### config.mk
export PLATFORM = sky130hd
export DESIGN_NAME = x25519_sub
export DESIGN_NICKNAME = d
export VERILOG_FILES = /design/src/rtl/x25519_pkg.sv /design/src/rtl/x25519_carry_stage.sv /design/src/rtl/x25519_sub.sv
export SDC_FILE = /design/constraint.sdc
export NUM_CORES = 2
export LEC_CHECK = 0
export ABC_AREA = 1
export CAP_MARGIN = 20
export CORE_ASPECT_RATIO = 2
export CORE_UTILIZATION = 50
export DETAILED_ROUTE_END_ITERATION = 8
export DONT_BUFFER_PORTS = 1
export PLACE_DENSITY = 0.67
export SETUP_SLACK_MARGIN = 0.1
export SLEW_MARGIN = 10
export SYNTH_ARGS = -nofsm -noshare
export SYNTH_HDL_FRONTEND = slang
export SYNTH_SLANG_ARGS = --single-unit
### constraint.sdc
create_clock -name clk -period 26.6 [get_ports clk]
set_input_delay 2.66 -clock clk [delete_from_list [all_inputs] [get_ports clk]]
set_output_delay 2.66 -clock clk [all_outputs]
set_load 0.1 [all_outputs]
### src/rtl/x25519_pkg.sv
// Shared X25519 field constants and types.
// Used by the adder, subtractor and multiplier datapaths.
package x25519_pkg;

  localparam int FE_W = 264;

  typedef logic [FE_W-1:0] fe_wide_t;

  localparam logic [254:0] P = {255{1'b1}} - 255'd18;

  localparam fe_wide_t EIGHT_P = fe_wide_t'(P) << 3;

endpackage

### src/rtl/x25519_carry_stage.sv
// Registered partial adder: x + y + K + cin -> {cout, sum}.
// Carry is two bits wide since three W-bit terms can exceed 2^(W+1).
module x25519_carry_stage #(
  parameter int           W = 132,
  parameter logic [W-1:0] K = '0
) (
  input  logic         clk,
  input  logic         rst,
  input  logic         i_valid,
  input  logic [W-1:0] i_x,
  input  logic [W-1:0] i_y,
  input  logic [1:0]   i_cin,
  output logic         o_valid,
  output logic [W-1:0] o_sum,
  output logic [1:0]   o_cout
);

  logic [W+1:0] w_sum;
  logic         r_valid;
  logic [W-1:0] r_sum;
  logic [1:0]   r_cout;

  assign w_sum = {2'b00, i_x}
               + {2'b00, i_y}
               + {2'b00, K}
               + {{W{1'b0}}, i_cin};

  always_ff @(posedge clk or posedge rst) begin
    if (rst) begin
      r_valid <= 1'b0;
    end else begin
      r_valid <= i_valid;
    end
  end

  always_ff @(posedge clk or posedge rst) begin
    if (rst) begin
      r_sum  <= '0;
      r_cout <= '0;
    end else if (i_valid) begin
      r_sum  <= w_sum[W-1:0];
      r_cout <= w_sum[W+1:W];
    end
  end

  assign o_valid = r_valid;
  assign o_sum   = r_sum;
  assign o_cout  = r_cout;

endmodule

### src/rtl/x25519_sub.sv
// Unreduced field subtractor: out = a + 8p - b over 264 bits.
// Two-stage pipeline split at SPLIT to shorten the carry chain.
module x25519_sub
  import x25519_pkg::*;
#(
  parameter int SPLIT = 132
) (
  input  logic     clk,
  input  logic     rst,
  input  logic     en,
  input  fe_wide_t a,
  input  fe_wide_t b,
  output logic     out_valid,
  output fe_wide_t out
);

  localparam int HW = FE_W - SPLIT;

  localparam logic [SPLIT-1:0] K_LO = EIGHT_P[SPLIT-1:0];
  localparam logic [HW-1:0]    K_HI = EIGHT_P[FE_W-1:SPLIT];

  fe_wide_t         w_nb;
  logic             w_v1;
  logic [SPLIT-1:0] w_lo;
  logic [1:0]       w_c1;
  logic [HW-1:0]    w_hi;
  logic [1:0]       w_unused_c2;

  logic [HW-1:0]    r_a_hi;
  logic [HW-1:0]    r_nb_hi;
  logic [SPLIT-1:0] r_lo2;

  assign w_nb = ~b;

  // Low half: the +1 of the two's complement enters as carry-in.
  x25519_carry_stage #(
    .W (SPLIT),
    .K (K_LO)
  ) u_lo (
    .clk     (clk),
    .rst     (rst),
    .i_valid (en),
    .i_x     (a[SPLIT-1:0]),
    .i_y     (w_nb[SPLIT-1:0]),
    .i_cin   (2'd1),
    .o_valid (w_v1),
    .o_sum   (w_lo),
    .o_cout  (w_c1)
  );

  always_ff @(posedge clk or posedge rst) begin
    if (rst) begin
      r_a_hi  <= '0;
      r_nb_hi <= '0;
    end else if (en) begin
      r_a_hi  <= a[FE_W-1:SPLIT];
      r_nb_hi <= w_nb[FE_W-1:SPLIT];
    end
  end

  x25519_carry_stage #(
    .W (HW),
    .K (K_HI)
  ) u_hi (
    .clk     (clk),
    .rst     (rst),
    .i_valid (w_v1),
    .i_x     (r_a_hi),
    .i_y     (r_nb_hi),
    .i_cin   (w_c1),
    .o_valid (out_valid),
    .o_sum   (w_hi),
    .o_cout  (w_unused_c2)
  );

  always_ff @(posedge clk or posedge rst) begin
    if (rst) begin
      r_lo2 <= '0;
    end else if (w_v1) begin
      r_lo2 <= w_lo;
    end
  end

  assign out = {w_hi, r_lo2};

endmodule

==> summary.md, run 1 <==
| Metric | Value |
|---|---|
| CTS Buf Count | `66` |
| Exit stage | `global routing (5_1_grt)` |
| Yosys reg bits | `roughly 660` |
| Post-CTS Setup Bufs | `0` |
| Post-DP HPWL | `262000 microns` |
| Most common cell in the netlist | `nand2_1` |
| First-pass GRT wire length | `484000 microns` |
| Sequential share of the synthesized area | `roughly 28%` |
| Post-synth top area cell | `dfrtp_1` |
| Most common flop cell mapped by yosys | `dfrtp_1` |
| Net Count, Synth | `around 11000` |
| GRT Overall Usage | `between 50% and 60%` |
| Yosys warnings | `0` |
| Synth cell types | `between 50 and 60` |
| Die extent in x | `between 200 and 250 microns` |
| CTS root buffer | `clkbuf_16` |
| Largest net degree at the start of global routing | `between 400 and 500` |
| Sink Count | `approximately 660` |
| CTS Hold Bufs | `0` |
| Synth top area share | `27.8%` |
| GR Overflow Total | `4` |
| Vias in the first global route | `approximately 70000` |
| Log Error | `[ERROR GRT-0116] Global routing finished with congestion. Check the congestion regions in the DRC Viewer.` |
| Post-synth top cells | `3254 x nand2_1, 2048 x inv_1, 962 x nor2_1, 664 x dfrtp_1, 593 x o21ai_0` |
| Async S/R FF share, synth | `100%` |
| Chip height | `491 microns` |
| Synth top area cells | `dfrtp_1 28%, nand2_1 20%, inv_1 13%` |
| H-tree levels | `3` |
| RePlAce Congestion | `~1.2` |
| IO Count | `approximately 800` |
| Avg Inst Size Synth | `6.11 sq um` |
| Initial core utilization | `50.3%` |
| Rows | `around 180` |
| Synthesized instance count | `~10000` |
| EDFF count, synth | `0` |
| Mapped Area | `about 60000 sq um` |
| IO Port Bufs | `0` |
| Longest Clk Path Bufs | `3` |
| # resized after CTS | `0` |
| Status | `did not finish` |
## through the flow
| stage | setup WS (ns) | cell area [sq um] | hold slack [ns] | cells |
|---|---|---|---|---|
| after global placement | 18.15 | 61300 | 0.461 | 11200 |
| after detailed placement | 18.15 | 61400 | 0.467 | 11200 |
| after CTS | 18.84 | 63700 | 0.482 | 11300 |
| after floorplan | 5.33 | 59700 | 0.372 | 9769 |
## cell families after synthesis
kind of cell | count (synthesis) | synth area share (%)
simple gates | 4998 | 34.2
buf+inv | 2217 | 13.9
compound gates | 1243 | 11.2
flops | 664 | 27.8
fa+ha+maj | 527 | 11.1
xor+xnor | 120 | 1.80
## per-layer routing
metal	global-route usage [%]	overflow
met1	50.2	0
met2	88.6	1
met3	21.0	0
met4	66.3	3
met5	1.35	0
==> run 2, diff against run 1 <==
CORE_ASPECT_RATIO = default   (was 2)
CORE_UTILIZATION = 35   (was 50)
PLACE_DENSITY = default   (was 0.67)
PLACE_DENSITY_LB_ADDON = 0.15   (was default)
SETUP_SLACK_MARGIN = default   (was 0.1)
==> run 2 against run 1 <==
The flow now finishes without violations; synthesized area is the same; synthesized cell count is the same.
==> summary.md, run 2 <==
| Metric | Value |
|---|---|
| Leak | `~36 nW` |
| Die extent in x | `415 microns (was 246 microns)` |
| Critical path peak fanout | `5` |
| Largest net degree at the start of global routing | `around 410` |
| CTS Hold Bufs | `0 (unchanged)` |
| Worst vdd ir | `0.0000534 V` |
| Fin Setup TNS | `0 ns` |
| Commonest non-fill, non-tap cells in the layout | `3254 x nand2_1, 2045 x inv_1, 962 x nor2_1` |
| Async S/R FF share, synth | `100% (unchanged)` |
| Startpoint types | `primary input` |
| Clk_skew | `roughly 0.066 ns` |
| Yosys reg bits | `664 (unchanged)` |
| Post-Route WL | `about 290000 microns` |
| Worst r2r path cells | `20` |
| Sequential share of the synthesized area | `27.8% (unchanged)` |
| Endpoints failing hold | `0` |
| Antenna violations before repair | `2` |
| WL/cell | `23.8 microns` |
| Nets | `between 10000 and 15000` |
| CTS root buffer | `clkbuf_16 (unchanged)` |
| Core area | `roughly 170000 sq um` |
| Post-synth top cells | `3254 x nand2_1, 2048 x inv_1, 962 x nor2_1, 664 x dfrtp_1, 593 x o21ai_0 (unchanged)` |
| Crit-path slowest cell | `fa_1` |
| Worst hold path class | `reg2reg` |
| Yosys warnings | `0 (unchanged)` |
| Clk pin slew, worst setup/hold paths | `approximately 0.060 ns` |
| DRT Pass-1 Iters | `7` |
| Die area | `~170000 sq um` |
| Max Slew Vio Count | `0` |
| RSZ-0062 raised after global routing | `no` |
| Post-DP HPWL | `243000 microns (was 262000 microns)` |
| Vias | `roughly 61000` |
| Sink Count | `664 (unchanged)` |
| EDFF count, synth | `0 (unchanged)` |
| Crit path required time | `about 27 ns` |
| Status | `complete, no violations (was did not finish)` |
| Fin crit share | `25.8%` |
| CP arrival | `approximately 7.4 ns` |
| M3 GR Usage | `4.37%` |
| Post-CTS Setup Bufs | `0 (unchanged)` |
| Mapped Area | `59700 sq um (unchanged)` |
| Setup Crit Path Kind | `in2reg` |
| Reg2reg start | `r_a_hi[1]` |
| Synth top area cells | `dfrtp_1 28%, nand2_1 20%, inv_1 13% (unchanged)` |
| PwrDens | `88.4 nW/um^2` |
| Residual DRC | `0` |
| R2r setup slk | `20.55 ns` |
| Synth cell types | `52 (unchanged)` |
| H-tree levels | `3 (unchanged)` |
| Max-Cap Viols | `0` |
| GRT Overall Usage | `32.5%` |
| Reg2reg end | `u_hi.o_sum[95]` |
| Tmin final | `6.86 ns` |
| Initial core utilization | `35.2% (was 50.3%)` |
| Grt met1 use | `between 30% and 40%` |
| Post-synth top area cell | `dfrtp_1 (unchanged)` |
| Chip height | `415 microns (was 491 microns)` |
| CP endpoint kind | `flip-flop` |
| 1st-iter DRT viols | `between 4000 and 5000` |
| Final ANT Viol Nets | `0` |
| IO Count | `796 (unchanged)` |
| GR peak layer | `met2` |
| Placed insts | `11900 (was 11200)` |
| Final setup fails | `0` |
| Area of the multi-input gates | `34800 sq um` |
| CTS tree | `built` |
| Syn-to-layout area delta | `9.15%` |
| Most common cell in the netlist | `nand2_1 (unchanged)` |
| IO Port Bufs | `0 (unchanged)` |
| Final core utilization | `38.5%` |
| Rows | `151 (was 179)` |
| Synth top area share | `27.8% (unchanged)` |
| Setup crit end | `u_lo.o_sum[90]` |
| Worst Slack Setup Final | `roughly 20 ns` |
| Most common cell after layout, fill and taps aside | `nand2_1` |
| CP dominant cell by count | `nand2_1` |
| GR Overflow Total | `0` |
| Slew margin rel. | `roughly 2.9%` |
| Synthesized instance count | `9769 (unchanged)` |
| Clk_lat worst skew | `0.74 ns` |
| First-pass GRT wire length | `411000 microns` |
| Via density | `5.10` |
| Layout cell share with drive strength beyond 1 | `3.88%` |
| Slowest stage delay, CP | `around 0.42 ns` |
| Most common flop cell mapped by yosys | `dfrtp_1 (unchanged)` |
| Fillers | `around 19000` |
| RePlAce Congestion | `1.15 (was 1.23)` |
| Longest Clk Path Bufs | `3 (unchanged)` |
| Fmax | `between 100 and 150 MHz` |
| Net Count, Synth | `10800 (unchanged)` |
| # resized after CTS | `0 (unchanged)` |
| Avg Inst Size Synth | `6.11 sq um (unchanged)` |
| CTS Buf Count | `85 (was 66)` |
| Vias in the first global route | `a little over 60000` |
| Register area | `between 15000 and 20000 sq um` |
| Non-filler cells, final | `about 12000` |
| Pre-CTS WS | `19.26 ns (was 18.15 ns)` |
| Critical Path Start | `b[0]` |
| Met2 Usage GRT | `a little under three fifths` |
| Worst-Margin Slew | `1.46 ns` |
==> run 2: how the worst min path moves through the flow <==
| stage | to | startpoint | cells after the start | slack (ns) |
|---|---|---|---|---|
| after floorplan | u_hi.o_valid | u_lo.o_valid | 0 | 0.37 |
| after global placement | u_lo.o_sum[1] | u_lo.o_sum[1] | 2 | 0.46 |
| after detailed placement | r_lo2[21] | u_lo.o_sum[21] | 2 | 0.46 |
| after CTS | r_lo2[129] | u_lo.o_sum[129] | 2 | 0.44 |
| after global routing | r_lo2[129] | u_lo.o_sum[129] | 2 | 0.48 |
| final | r_lo2[129] | u_lo.o_sum[129] | 2 | 0.44 |
==> run 2: where the power goes <==
| group | total (mW) | switching [mW] | internal, mW | leakage, nW |
|---|---|---|---|---|
| Clock | 1.25 | 0.532 | 0.714 | 1.44 |
| Sequential | 2.43 | 1.24 | 1.19 | 8.02 |
| Combinational | 2.09 | 1.47 | 0.620 | 26.1 |
==> run 2: cell type report <==
class	count	area share [%]
timing repair buffer	26	0.374
sequential	664	25.5
clock buffer	113	3.69
multi-input combinational	6888	53.4
tap	2218	4.26
clock inverter	45	0.869
inverter	2070	12.0
antenna	4	0.0154
==> run 2: stage by stage <==
stage	total power, mW	hold slack (ns)	instance area, sq um
after floorplan	3.63	0.372	59700
after global placement	4.50	0.457	62100
after detailed placement	4.51	0.460	62200
after CTS	5.77	0.445	65100
after global routing	6.05	0.478	65200
final	5.76	0.438	65200
==> run 2: critical path: cells and delay by family <==
| family | cells | cell delay (ns) |
|---|---|---|
| simple gates | 18 | 3.33 |
| compound gates | 1 | 0.14 |
| buf+inv | 5 | 0.52 |
| fa+ha+maj | 2 | 0.73 |
==> run 2: cells by family (layout without fill, tap and decap cells) <==
logic type,Yosys count,in the layout,share of synthesized area (%)
compound gates,1243,1243,11.2
xor+xnor,120,120,1.80
fa+ha+maj,527,527,11.1
buf+inv,2217,2254,13.9
flops,664,664,27.8
other cells,0,4,0
simple gates,4998,4998,34.2
==> run 2: routing by layer <==
layer,share of wire [%],vias up
met5,0,-
met4,7.5,0
met3,5.0,547
met2,47,1968
met1,40,28800
li1,-,30000
No activity file was read; power rests on OpenSTA's default activity.
